$ cat src/rtl/matmul_pkg.sv
// Shared constants and types for the matmul result collection path.
package matmul_pkg;

    localparam int VEC_LEN    = 4;
    localparam int MAT_ELEMS  = 16;
    localparam int SP_LATENCY = 4;
    localparam int NUM_BANKS  = 2;
    localparam int IDX_W      = $clog2(MAT_ELEMS);
    localparam int OCC_MAX    = NUM_BANKS * MAT_ELEMS;
    localparam int OCC_W      = $clog2(OCC_MAX + 1);

    typedef enum logic [1:0] {
        EMPTY   = 2'd0,
        FILLING = 2'd1,
        FULL    = 2'd2
    } bank_state_t;

endpackage

$ cat src/rtl/valid_delay_line.sv
// Async-reset shift register tracking which cycles carry an issued A/B pair.
module valid_delay_line #(
    parameter int DEPTH = 4
) (
    input  logic clk,
    input  logic reset,
    input  logic din,
    output logic dout
);

    logic [DEPTH-1:0] shift_q;
    logic [DEPTH-1:0] shift_d;

    // Shift the new valid bit in at position 0, oldest tap at DEPTH-1.
    always_comb begin
        shift_d    = shift_q;
        shift_d[0] = din;
        for (int i = 1; i < DEPTH; i++) begin
            shift_d[i] = shift_q[i-1];
        end
    end

    // Delay line storage; reset drops every in-flight marker.
    always_ff @(posedge clk or posedge reset) begin
        if (reset) begin
            shift_q <= '0;
        end else begin
            shift_q <= shift_d;
        end
    end

    assign dout = shift_q[DEPTH-1];

endmodule

$ cat src/rtl/matmul_result_collector.sv
// Collects scalar_product results into ping-pong 4x4 matrix banks and
// presents each completed matrix on a valid/ready port.
module matmul_result_collector
    import matmul_pkg::*;
#(
    parameter int Nbits   = 8,
    parameter int LATENCY = SP_LATENCY
) (
    input  logic                         clk,
    input  logic                         reset,
    input  logic                         issue_valid,
    output logic                         issue_ready,
    input  logic [2*Nbits-1:0]           prod_in,
    output logic [MAT_ELEMS*2*Nbits-1:0] mat_out,
    output logic                         mat_valid,
    input  logic                         mat_ready,
    output logic                         busy
);

    localparam int PW = 2 * Nbits;

    logic              issue_fire;
    logic              wr_en;
    logic              drain;

    logic [IDX_W-1:0]  wr_idx_q,  wr_idx_d;
    logic              wr_bank_q, wr_bank_d;
    logic              rd_bank_q, rd_bank_d;
    logic [OCC_W-1:0]  occ_q,     occ_d;
    bank_state_t       bank_state_q [NUM_BANKS];
    bank_state_t       bank_state_d [NUM_BANKS];
    logic [PW-1:0]     bank_data_q  [NUM_BANKS][MAT_ELEMS];
    logic [PW-1:0]     bank_data_d  [NUM_BANKS][MAT_ELEMS];

    assign issue_fire = issue_valid & issue_ready;
    assign drain      = mat_valid & mat_ready;

    // The tap at depth LATENCY lines up with prod_in carrying that pair's result.
    valid_delay_line #(
        .DEPTH (LATENCY)
    ) u_valid_delay_line (
        .clk   (clk),
        .reset (reset),
        .din   (issue_fire),
        .dout  (wr_en)
    );

    // Next-state: capture writes, per-bank state transitions, pointers, occupancy.
    always_comb begin
        wr_idx_d     = wr_idx_q;
        wr_bank_d    = wr_bank_q;
        rd_bank_d    = rd_bank_q;
        bank_state_d = bank_state_q;
        bank_data_d  = bank_data_q;

        if (wr_en) begin
            bank_data_d[wr_bank_q][wr_idx_q] = prod_in;
            wr_idx_d = wr_idx_q + IDX_W'(1);
            if (wr_idx_q == IDX_W'(MAT_ELEMS - 1)) begin
                bank_state_d[wr_bank_q] = FULL;
                wr_bank_d               = ~wr_bank_q;
            end else begin
                bank_state_d[wr_bank_q] = FILLING;
            end
        end

        // Drain only touches a FULL bank, which is never the write bank,
        // so it cannot collide with the write transition above.
        if (drain) begin
            bank_state_d[rd_bank_q] = EMPTY;
            rd_bank_d               = ~rd_bank_q;
        end

        occ_d = occ_q + OCC_W'(issue_fire) - (drain ? OCC_W'(MAT_ELEMS) : OCC_W'(0));
    end

    // State register; reset discards in-flight products and clears all bank data.
    always_ff @(posedge clk or posedge reset) begin
        if (reset) begin
            wr_idx_q  <= '0;
            wr_bank_q <= 1'b0;
            rd_bank_q <= 1'b0;
            occ_q     <= '0;
            for (int b = 0; b < NUM_BANKS; b++) begin
                bank_state_q[b] <= EMPTY;
                for (int e = 0; e < MAT_ELEMS; e++) begin
                    bank_data_q[b][e] <= '0;
                end
            end
        end else begin
            wr_idx_q     <= wr_idx_d;
            wr_bank_q    <= wr_bank_d;
            rd_bank_q    <= rd_bank_d;
            occ_q        <= occ_d;
            bank_state_q <= bank_state_d;
            bank_data_q  <= bank_data_d;
        end
    end

    // Outputs from registered state only; occupancy is nonzero exactly when a
    // product is in flight or sits in a non-EMPTY bank.
    always_comb begin
        mat_valid   = (bank_state_q[rd_bank_q] == FULL);
        issue_ready = (occ_q < OCC_W'(OCC_MAX));
        busy        = (occ_q != '0);
    end

    // Row-major matrix view of the read bank.
    for (genvar gi = 0; gi < MAT_ELEMS; gi++) begin : g_mat_out
        assign mat_out[gi*PW +: PW] = bank_data_q[rd_bank_q][gi];
    end

endmodule

$ cat config.mk
export PLATFORM = sky130hd
export DESIGN_NAME = matmul_result_collector
export DESIGN_NICKNAME = d
export VERILOG_FILES = /design/src/rtl/matmul_pkg.sv /design/src/rtl/valid_delay_line.sv /design/src/rtl/matmul_result_collector.sv
export SDC_FILE = /design/constraint.sdc
export NUM_CORES = 1
export LEC_CHECK = 0
export ABC_CLOCK_PERIOD_IN_PS = 37200
export CAP_MARGIN = 20
export CORE_MARGIN = 3
export CORE_UTILIZATION = 60
export DETAILED_ROUTE_END_ITERATION = 10
export PLACE_DENSITY = 0.85
export SLEW_MARGIN = 20
export SYNTH_ARGS = -nofsm -noshare
export SYNTH_HDL_FRONTEND = slang
export SYNTH_SLANG_ARGS = --single-unit
export TNS_END_PERCENT = 100
$ cat constraint.sdc
create_clock -name clk -period 37.2 [get_ports clk]
set_input_delay 5.58 -clock clk [delete_from_list [all_inputs] [get_ports clk]]
set_output_delay 5.58 -clock clk [all_outputs]
set_load 0.03 [all_outputs]
Yosys cells after proc, flatten, opt, wreduce, memory -nomap -nowiden
Index checks and enable logic that the tools add are counted.
Widths: inputs -> output; s select.
{"block": "op_classes", "addsub": 3, "bitwise": 15, "n_reduce_logical": 5, "order_cmp": 7, "eq_ne": 2, "muxes": 19}
{"cell": "$mux 256", "n": 4}
{"cell": "$bwmux 512", "n": 1}
{"cell": "$demux 256 s1", "n": 1}
{"cell": "$demux 16 s4", "n": 1}
{"cell": "$mux 16", "n": 1}
{"cell": "$mux 4", "n": 3}
{"cell": "$mux 2", "n": 5}
{"cell": "$add 6x1->6", "n": 1}
{"cell": "$lt 6x6->1 const B", "n": 1}
{"cell": "$reduce_bool 6->1", "n": 1}
{"cell": "$sub 6x5->6", "n": 1}
{"cell": "$ge 5x5->1 const B", "n": 1}
{"cell": "$lt 5x1->1 const B", "n": 1}
{"cell": "$mux 5", "n": 1}
{"cell": "$not 4->5", "n": 1}
{"cell": "$add 4x1->4 const B", "n": 1}
{"cell": "$and 2x2->2", "n": 2}
{"cell": "$and 4x4->4", "n": 1}
{"cell": "$demux 2 s1", "n": 2}
{"cell": "$eq 4x4->1 const B", "n": 1}
{"cell": "$ge 2x2->1 const B", "n": 2}
{"cell": "$lt 2x1->1 const B", "n": 2}
{"cell": "$not 1->2", "n": 2}
{"cell": "$not 2->2", "n": 2}
{"cell": "other kinds (7)", "n": 12}
{"block": "totals", "ff_bits": 532, "in_bits": 20, "output_inout_bits": 259, "word_cells": 90}

Longest topological paths before layout
Gate-level depths: netlist (run 1).
{"block": "logic_depth", "ltp_word": 11, "depth_mapped": 10}

Cells and area by module
Synthesis (run 1) repeated with hierarchy kept, for this count alone.
{"block": "unflattened", "cells_unflattened": 1537, "area_unflattened_um2": 23446.2}
{"mod": "matmul_result_collector", "n_inst": 1, "area_per_inst_um2": 23342.4, "cells_per_inst": 1532, "seq_area_each_um2": 13212.7}
{"mod": "valid_delay_line", "n_inst": 1, "area_per_inst_um2": 103.8, "cells_per_inst": 5, "seq_area_each_um2": 100.1}

Least setup slack after synthesis (run 1)
No wires, ideal clock.
{"block": "synth_path", "path_kind": "register to output", "from": "reg rd_bank_q", "to": "out mat_out[128]", "arrival_time_ps": 1513, "slack_ps": 30107, "stages_incl_launch_ff": 5, "path_cell_list": "dfrtp_1 clkbuf_1 clkbuf_1 buf_2 mux2_2"}
{"block": "synth_between", "elab_chain_cells": 4}
{"item": "start, declared", "line_no": "matmul_result_collector.sv:28", "rtl": "logic rd_bank_q, rd_bank_d;"}
{"item": "start signal, assigned", "line_no": "matmul_result_collector.sv:93", "rtl": "rd_bank_q <= rd_bank_d;"}
{"item": "$not 1->2 (implied by the code)", "line_no": "matmul_result_collector.sv:110", "rtl": "assign mat_out[gi*PW +: PW] = bank_data_q[rd_bank_q][gi];"}
{"item": "$mux 256 (3 in a row)"}
{"item": "end, declared", "line_no": "matmul_result_collector.sv:14", "rtl": "output logic [MAT_ELEMS*2*Nbits-1:0] mat_out,"}
No other way between the ends. The select of a mux whose other input is x is not followed.

Worst setup path in the final report (run 1)
{"block": "layout_path", "from": "reg rd_bank_q", "to": "out mat_out[168]"}
Same word-level chain as after synthesis.

==> flow_summary_export.csv, run 1 <==
group,metric,value,unit
worst_setup_path,reg2reg_depth,3,
logic_synthesis,syn_inst,1536,
clocking,numCtsBuffers,52,
global_routing,grt_pass1_wl,88000,um
clocking,post_cts_resize_count,0,
logic_synthesis,ys_seq_elements,532,
worst_setup_path,max_stage_delay,0.91,ns
timing,skew,0.0197,ns
floorplanning,num_rows,71,
logic_synthesis,synth_area,23300,um^2
worst_setup_path,path_cells,"buf_4 -> buf_4 -> mux2_2 -> clkdlybuf4s50_1",
timing,worst_slew_pin_slew,1.14,ns
power_and_ir_drop,power_density,42.5,nW/um^2
clocking,cts_num_sinks,532,
run,maxCapViolCount,0,
place,io_buffers,278,
clocking,cts_root_buffer,"clkbuf_16",
hold_path,min_to,"u_valid_delay_line.shift_q[3]$_DFF_PP0_",
timing,finalCriticalPeriod,9.65,ns
logic_synthesis,synth-edff-count,0,
worst_setup_path,reg2reg_to,"bank_data_q[342]$_DFFE_PP0P_",
power_and_ir_drop,vdd_ir_drop_max,36.2,uV
finish,syn2layout_area_growth,21.2,%
timing,rsz0062_at_grt,"no",
timing,fmax,104,MHz
worst_setup_path,crit_top_cell,"buf_4",
timing,max-slew-margin-rel,24.1,%
logic_synthesis,synthAdderAreaFrac,0.699,%
timing,layout_worst_path_cycle_share,25.9,%
logic_synthesis,seq_area_frac_synth,57.2,%
finish,multi_input_area,9380,um^2
floorplanning,fp.dieW,203,um
detailed_routing,drc,0,
global_routing,grt_pass1_vias,14651,
logic_synthesis,synth_compound_area_share,0.430,%
worst_setup_path,cp.buffers_inverters,3,
detailed_routing,first_pass_iters,5,
floorplanning,die_area,41200,um^2
global_routing,gr-usage-all-layers,27.6,%
logic_synthesis,synth_area_per_cell,15.1,um^2
finish,finalCoreUtilization,74.3,%
hold_path,hp-class,"reg -> reg",
finish,fillers,2335,
run_status,outcome,"completed",
global_routing,overflow,0,
logic_synthesis,ys.flop_type,"dfrtp_1",
clocking,clk_pin_slew,0.06,ns
logic_synthesis,synth_nets,1569,
finish,layout_commonest_cell,"mux2_2",
logic_synthesis,synthArstFlopShare,100,%
finish,seqCellArea,13300,um^2
global_routing,antenna_found_initial,1,
clocking,holdBufCountCts,0,
clocking,clockBufferDepth,3,
global_routing,grt_max_degree,205,
hold_path,hold_depth,0,
worst_setup_path,critPathMaxFanout,62,
worst_setup_path,critical_path_class,"reg -> out",
worst_setup_path,end_kind,"output port",
clocking,post-cts-setup-buffer-count,0,
finish,drive_gt1_share,50.3,%
worst_setup_path,r2r_start,"u_valid_delay_line.shift_q[3]$_DFF_PP0_",
clocking,h-tree-depth,2,
logic_synthesis,yosys.area_share.simple,1.63,%
timing,hold_violations,0,
floorplanning,core-area,37900,um^2
worst_setup_path,start_kind,"flip-flop",
timing,setup_viol,0,
clocking,insertion_delay,0.59,ns
detailed_routing,wirelength,56400,um
floorplanning,dieHeight,203,um
finish,final_cell_mix,"mux2_2, dfrtp_1, clkdlybuf4s50_1",
power_and_ir_drop,p_leak,13.2,nW
logic_synthesis,synthXorXnorAreaFrac,0.301,%
place,dp_hpwl,36300,um
timing,fin_tns_setup,0,ns
finish,fin_nets,1805,
detailed_routing,drt_iter0_markers,858,
worst_setup_path,crit_slowest_cell,"dfrtp_4",
clocking,cts_tree,"done",
floorplanning,initial_core_util,61.3,%
worst_setup_path,critPathRequiredTime,31.62,ns
worst_setup_path,critPathTopFamily,"buffers and inverters",
hold_path,min_from,"u_valid_delay_line.shift_q[2]$_DFF_PP0_",
logic_synthesis,ys_types,33,
floorplanning,io_pins,279,
timing,final-max-slew-violation-count,0,
worst_setup_path,reg2reg_slack,34.69,ns
worst_setup_path,crit_arrival,4.07,ns
detailed_routing,drtAntennaViolNets,0,
logic_synthesis,yosysWarningCount,0,
detailed_routing,via_per_inst,5.84,
logic_synthesis,synth_top_family_by_area,"multiplexers",
logic_synthesis,synthMuxAreaShare,37.2,%
place,place_congestion,0.795,
detailed_routing,detail_route.wl_per_cell,24.2,um
detailed_routing,vias,13595,
## cell usage after synthesis (all sizes together) (3+ instances only)
cell / instances / area [um^2]
or3: 3 / 18.8
nand2b: 5 / 31.3
mux2: 768 / 8650
nand3b: 4 / 30.0
nand3: 9 / 60.1
a21oi: 3 / 15.0
inv: 13 / 48.8
xor2: 3 / 26.3
xnor2: 5 / 43.8
ha: 13 / 163
nand2: 8 / 32.5
clkbuf: 72 / 270
buf: 49 / 273
o21ai: 5 / 25.0
dfrtp: 532 / 13300
nor2: 26 / 138
nor3: 3 / 25.0
nor2b: 4 / 25.0
## through the flow
| stage | hold WS [ns] | setup WS (ns) | instances | cell area [um^2] | power [mW] |
|---|---|---|---|---|---|
| 6_report | 0.350 | 27.55 | 2328 | 28200 | 1.20 |
| 5_1_grt | 0.357 | 27.37 | 2328 | 28200 | 1.24 |
| 4_1_cts | 0.352 | 27.54 | 2326 | 28200 | 1.21 |
| 3_5_place_dp | 0.337 | 28.17 | 2228 | 26400 | 0.660 |
| 3_3_place_gp | 0.335 | 28.22 | 2228 | 26400 | 0.658 |
| 2_1_floorplan | 0.331 | 16.75 | 1536 | 23300 | 0.636 |
## flip-flops by register name, indices dropped and copies added, names as in the netlist
register / cells
wr_bank_q: 1
u_valid_delay_line.shift_q: 4
wr_idx_q: 4
occ_q: 6
bank_state_q: 4
rd_bank_q: 1
bank_data_q: 512
## cell families after synthesis
family	Yosys count
adder cells (fa/ha/maj)	13
XOR/XNOR	8
flip-flops	532
multiplexers	768
buffers and inverters	134
AND/OR/NAND/NOR	65
AO/OA/AOI/OAI	16
## where the power goes
group | total (mW) | internal [mW] | switching, mW
Combinational | 0.0588 | 0.0205 | 0.0383
Sequential | 0.591 | 0.586 | 0.00461
Clock | 0.549 | 0.326 | 0.223
## worst max path at each step
stage                                from                          to  slack [ns]  cells after the start
floorplan                           reset  bank_data_q[0]$_DFFE_PP0P_       16.75                      1
global placement    rd_bank_q$_DFFE_PP0N_                mat_out[167]       28.22                      4
detailed placement  rd_bank_q$_DFFE_PP0N_                 mat_out[71]       28.17                      4
CTS                 rd_bank_q$_DFFE_PP0N_                 mat_out[71]       27.54                      4
global route        rd_bank_q$_DFFE_PP0N_                 mat_out[71]       27.37                      4
finish              rd_bank_q$_DFFE_PP0N_                mat_out[168]       27.55                      4
## layout make-up
cell class	instances	share of cell area [%]
diodes	1	0.00887
clock buffers	71	5.34
clock inverters	27	1.10
inverters	13	0.200
multi-input cells	870	33.3
flip-flops and latches	532	47.2
well taps	511	2.27
repair buffers	303	10.6
## metal layers
| layer | vias up | track usage, % | routed length [um] |
|---|---|---|---|
| met5 | - | 0 | 0 |
| met4 | 0 | 8.04 | 1370 |
| met3 | 82 | 4.87 | 3140 |
| met2 | 388 | 44.8 | 27300 |
| met1 | 7216 | 38.7 | 24700 |
| li1 | 5909 | - | - |
(Power assumes the default switching activity.)
==> run 2: changes to the inputs <==
ABC_CLOCK_PERIOD_IN_PS = 8100   (was 37200)
CORE_UTILIZATION = 51   (was 60)
PLACE_DENSITY = 0.77   (was 0.85)
clock period = 8.1 ns   (was 37.2 ns; I/O delays follow)
==> flow_summary_export.csv, run 2 (synthesis results as in run 1) <==
group,metric,value,unit
finish,largest_register,"bank_data_q",
power_and_ir_drop,vdd_ir_drop_max,171,uV
worst_setup_path,critical_path_class,"reg -> out",
floorplanning,die_area,48200,um^2
timing,max-slew-margin-rel,26.0,%
power_and_ir_drop,power,5.48,mW
detailed_routing,first_pass_iters,4,
clocking,holdBufCountCts,0,
timing,final-max-slew-violation-count,0,
place,io_buffers,278,
run,maxCapViolCount,0,
detailed_routing,drc,0,
clocking,clk_pin_slew,0.06,ns
place,placed_area,26500,um^2
timing,fin_tns_setup,0,ns
global_routing,gr-usage-all-layers,24.2,%
worst_setup_path,crit_slowest_cell,"buf_4",
clocking,h-tree-depth,2,
worst_setup_path,crit_arrival,3.47,ns
worst_setup_path,path_cells,"buf_4 -> mux2_2 -> clkdlybuf4s50_1",
finish,final_cell_mix,"mux2_2, dfrtp_1, clkdlybuf4s50_1",
worst_setup_path,cp.buffers_inverters,2,
finish,finalCoreUtilization,63.5,%
timing,worst_slew_pin_slew,1.11,ns
global_routing,antenna_found_initial,0,
clocking,post-cts-setup-buffer-count,0,
timing,fmax,213,MHz
clocking,insertion_delay,0.59,ns
clocking,cts_root_buffer,"clkbuf_16",
worst_setup_path,start_kind,"flip-flop",
timing,setup_viol,0,
global_routing,overflow,0,
detailed_routing,vias,13433,
detailed_routing,via_per_inst,5.58,
finish,design_area,28300,um^2
timing,finalCriticalPeriod,4.69,ns
timing,rsz0062_at_grt,"no",
timing,layout_worst_path_cycle_share,57.9,%
clocking,cts_num_sinks,532,
power_and_ir_drop,power_density,194,nW/um^2
detailed_routing,drtAntennaViolNets,0,
floorplanning,fp.dieW,220,um
timing,hold_violations,0,
finish,largest_reg_flops,512,
power_and_ir_drop,p_leak,13.2,nW
finish,multi_input_area,9410,um^2
clocking,cts_tree,"done",
floorplanning,io_pins,279,
worst_setup_path,critPathMaxFanout,86,
hold_path,hp-class,"reg -> reg",
finish,antenna_cells,0,
finish,fillers,3285,
worst_setup_path,critPathRequiredTime,6.88,ns
clocking,clockBufferDepth,3,
finish,syn2layout_area_growth,21.7,%
finish,seqCellArea,13300,um^2
clocking,post_cts_resize_count,0,
timing,skew,0.0176,ns
detailed_routing,drt_iter0_markers,957,
worst_setup_path,end_kind,"output port",
global_routing,grt_max_degree,170,
floorplanning,dieHeight,220,um
floorplanning,initial_core_util,52.2,%
place,dp_hpwl,37800,um
detailed_routing,wirelength,57900,um
floorplanning,core-area,44600,um^2
finish,drive_gt1_share,50.0,%
finish,fin_nets,1807,
place,place_congestion,0.816,
detailed_routing,detail_route.wl_per_cell,24.1,um
finish,layout_commonest_cell,"mux2_2",
clocking,numCtsBuffers,53,
global_routing,grt_pass1_wl,88800,um
floorplanning,num_rows,77,
run_status,outcome,"completed",
worst_setup_path,max_stage_delay,0.90,ns
finish,largestRegisters,"bank_data_q (512), occ_q (6)",
worst_setup_path,critPathTopFamily,"buffers and inverters",
global_routing,grt_pass1_vias,14509,
## run 2: path summary, 6_finish.rpt
kind	from	end	slack [ns]	cells after the start
max	rd_bank_q$_DFFE_PP0N_	mat_out[132]	3.41	3
min	u_valid_delay_line.shift_q[0]$_DFF_PP0_	u_valid_delay_line.shift_q[1]$_DFF_PP0_	0.35	0
max reg2reg	rd_bank_q$_DFFE_PP0N_	occ_q[5]$_DFF_PP0_	4.98	8
min reg2reg	u_valid_delay_line.shift_q[0]$_DFF_PP0_	u_valid_delay_line.shift_q[1]$_DFF_PP0_	0.35	0
max in group asynchronous	reset	bank_data_q[180]$_DFFE_PP0P_	5.45	4
min in group asynchronous	reset	bank_data_q[42]$_DFFE_PP0P_	1.03	2
## run 2: metrics by stage
step	std cells	setup WS (ns)	hold slack, ns
after global placement	2310	4.10	0.338
after global routing	2407	3.25	0.349
after detailed placement	2310	4.02	0.337
after CTS	2406	3.36	0.349
after floorplan	1536	-0.347	0.331
final	2407	3.41	0.348
## run 2: cell type report
class	instances	share of cell area, %
Timing Repair Buffer	304	10.7
Tap cell	592	2.62
Clock inverter	18	0.809
Inverter	13	0.186
Clock buffer	78	5.48
Multi-Input combinational cell	870	33.2
Sequential cell	532	47.0
## run 2: layer usage
| layer | GRT usage (%) | wire (um) | vias to the layer above |
|---|---|---|---|
| met5 | 0 | 0 | - |
| met4 | 5.99 | 1250 | 0 |
| met3 | 5.27 | 3430 | 78 |
| met2 | 40.4 | 28400 | 314 |
| met1 | 32.5 | 24800 | 7130 |
| li1 | - | - | 5911 |
## run 2: where the power goes
part | switching [mW] | internal, mW
clock | 1.02 | 1.48
combinational | 0.178 | 0.0951
sequential | 0.0164 | 2.69
==> run 3: changes to the inputs <==
ABC_CLOCK_PERIOD_IN_PS = 4600   (was 8100)
CORE_UTILIZATION = 56   (was 51)
PLACE_DENSITY = 0.8   (was 0.77)
clock period = 4.6 ns   (was 8.1 ns; I/O delays follow)
==> flow_summary_export.csv, run 3 (synthesis results as in run 1) <==
group,metric,value,unit
timing,finalCriticalPeriod,3.70,ns
floorplanning,core-area,40900,um^2
finish,largest_reg_flops,512,
run,maxCapViolCount,0,
worst_setup_path,critPathRequiredTime,3.91,ns
clocking,post_cts_resize_count,0,
floorplanning,io_pins,279,
finish,syn2layout_area_growth,22.4,%
clocking,clk_pin_slew,0.07,ns
floorplanning,dieHeight,210,um
floorplanning,die_area,44000,um^2
global_routing,grt_max_degree,142,
clocking,holdBufCountCts,0,
clocking,cts_num_sinks,532,
detailed_routing,detail_route.wl_per_cell,24.8,um
power_and_ir_drop,clockPowerShare,45.8,%
hold_path,hold_depth,0,
clocking,h-tree-depth,2,
place,dp_hpwl,37700,um
detailed_routing,via_per_inst,5.79,
worst_setup_path,critical_path_class,"reg -> out",
timing,max-slew-margin-rel,25.5,%
clocking,insertion_delay,0.59,ns
global_routing,antenna_found_initial,1,
clocking,clockBufferDepth,3,
finish,seqCellArea,13300,um^2
timing,fmax,270,MHz
hold_path,hp-class,"reg -> reg",
worst_setup_path,r2r_start,"rd_bank_q$_DFFE_PP0N_",
clocking,post-cts-setup-buffer-count,0,
power_and_ir_drop,internal_power,7.57,mW
timing,final-max-slew-violation-count,0,
finish,antenna_cells,0,
clocking,cts_root_buffer,"clkbuf_16",
worst_setup_path,reg2reg_depth,9,
clocking,numCtsBuffers,53,
worst_setup_path,end_kind,"output port",
detailed_routing,wirelength,58700,um
detailed_routing,drt_iter0_markers,811,
finish,multi_input_area,9410,um^2
worst_setup_path,critPathMaxFanout,54,
finish,final_cell_mix,"mux2_2, dfrtp_1, clkdlybuf4s50_1",
floorplanning,initial_core_util,56.9,%
worst_setup_path,reg2reg_slack,1.80,ns
worst_setup_path,crit_arrival,3.01,ns
floorplanning,num_rows,74,
timing,worst_slew_pin_slew,1.12,ns
global_routing,gr-usage-all-layers,26.7,%
timing,skew,0.0206,ns
power_and_ir_drop,p_leak,13.3,nW
finish,largestRegisters,"bank_data_q (512), occ_q (6)",
run_status,outcome,"completed",
timing,setup_viol,0,
detailed_routing,vias,13676,
finish,fin_nets,1824,
clocking,cts_tree,"done",
place,io_buffers,278,
finish,largest_register,"bank_data_q",
timing,layout_worst_path_cycle_share,80.4,%
power_and_ir_drop,power_density,341,nW/um^2
worst_setup_path,reg2reg_to,"occ_q[5]$_DFF_PP0_",
power_and_ir_drop,p_sw_share,22.1,%
power_and_ir_drop,p_sw,2.15,mW
worst_setup_path,start_kind,"flip-flop",
hold_path,min_from,"u_valid_delay_line.shift_q[1]$_DFF_PP0_",
detailed_routing,drtAntennaViolNets,0,
timing,rsz0062_at_grt,"no",
finish,layout_commonest_cell,"mux2_2",
global_routing,grt_pass1_wl,90500,um
floorplanning,fp.dieW,210,um
place,placed_area,26700,um^2
global_routing,grt_pass1_vias,14900,
detailed_routing,first_pass_iters,4,
power_and_ir_drop,combinationalPowerShare,5.1,%
finish,design_area,28500,um^2
hold_path,min_to,"u_valid_delay_line.shift_q[2]$_DFF_PP0_",
timing,hold_violations,0,
detailed_routing,drc,0,
finish,drive_gt1_share,50.5,%
place,place_congestion,0.791,
finish,fillers,2800,
power_and_ir_drop,vdd_ir_drop_max,279,uV
global_routing,overflow,0,
finish,finalCoreUtilization,69.6,%
power_and_ir_drop,p_seq_share,49.1,%
run 3: cell types whose count changed in the layout (fill, tap and decap cells not counted), sizes merged:
cell	previous run	this run
clkbuf	78	79
clkdlybuf4s50	276	277
buf	28	44
inv	12	14
clkinv	12	8
run 3: final cells by class:
class	count	share of cell area, %
Sequential cell	532	46.8
Timing Repair Buffer	321	11.4
Clock buffer	79	5.57
Clock inverter	16	0.756
Inverter	13	0.185
Multi-Input combinational cell	870	33.0
Tap cell	532	2.34
run 3: critical path, stage by stage (launching register included):
cell             delay, ns
dfrtp_4               0.97
buf_12                0.38
mux2_2                0.41
clkdlybuf4s50_1       0.62
run 3: power by group through the flow:
stage                     combinational (mW)  clock (mW)  sequential [mW]
after floorplan                        0.290           0             4.85
after global placement                 0.487           0             4.85
after detailed placement               0.497           0             4.86
after CTS                              0.501        4.54             4.77
after global routing                   0.529        4.71             4.78
final                                  0.493        4.45             4.77
run 3: worst max path at each step:
stage	end	slack, ns	cells past startpoint	from
2_1_floorplan	bank_data_q[0]$_DFFE_PP0P_	-3.32	1	reset
5_1_grt	mat_out[40]	0.83	3	rd_bank_q$_DFFE_PP0N_
4_1_cts	mat_out[9]	0.86	3	rd_bank_q$_DFFE_PP0N_
3_5_place_dp	mat_out[9]	1.51	3	rd_bank_q$_DFFE_PP0N_
3_3_place_gp	mat_out[9]	1.51	3	rd_bank_q$_DFFE_PP0N_
6_report	mat_out[63]	0.90	3	rd_bank_q$_DFFE_PP0N_
run 3: metal layers:
layer / wire [um] / vias to the layer above / track usage, %
met2: 28500 / 376 / 43.8
met1: 25600 / 7236 / 36.8
li1: - / 5965 / -
met5: 13 / - / 0
met4: 1710 / 2 / 8.80
met3: 2900 / 97 / 4.41
run 3: metrics by stage:
stage	worst slack (ns)	setup TNS, ns	cells	total power, mW	hold WS (ns)
2_1_floorplan	-3.32	-1767.34	1536	5.14	0.331
3_3_place_gp	1.51	0	2267	5.34	0.337
3_5_place_dp	1.51	0	2268	5.35	0.337
4_1_cts	0.860	0	2363	9.81	0.350
5_1_grt	0.829	0	2363	10.0	0.356
6_report	0.901	0	2363	9.72	0.347
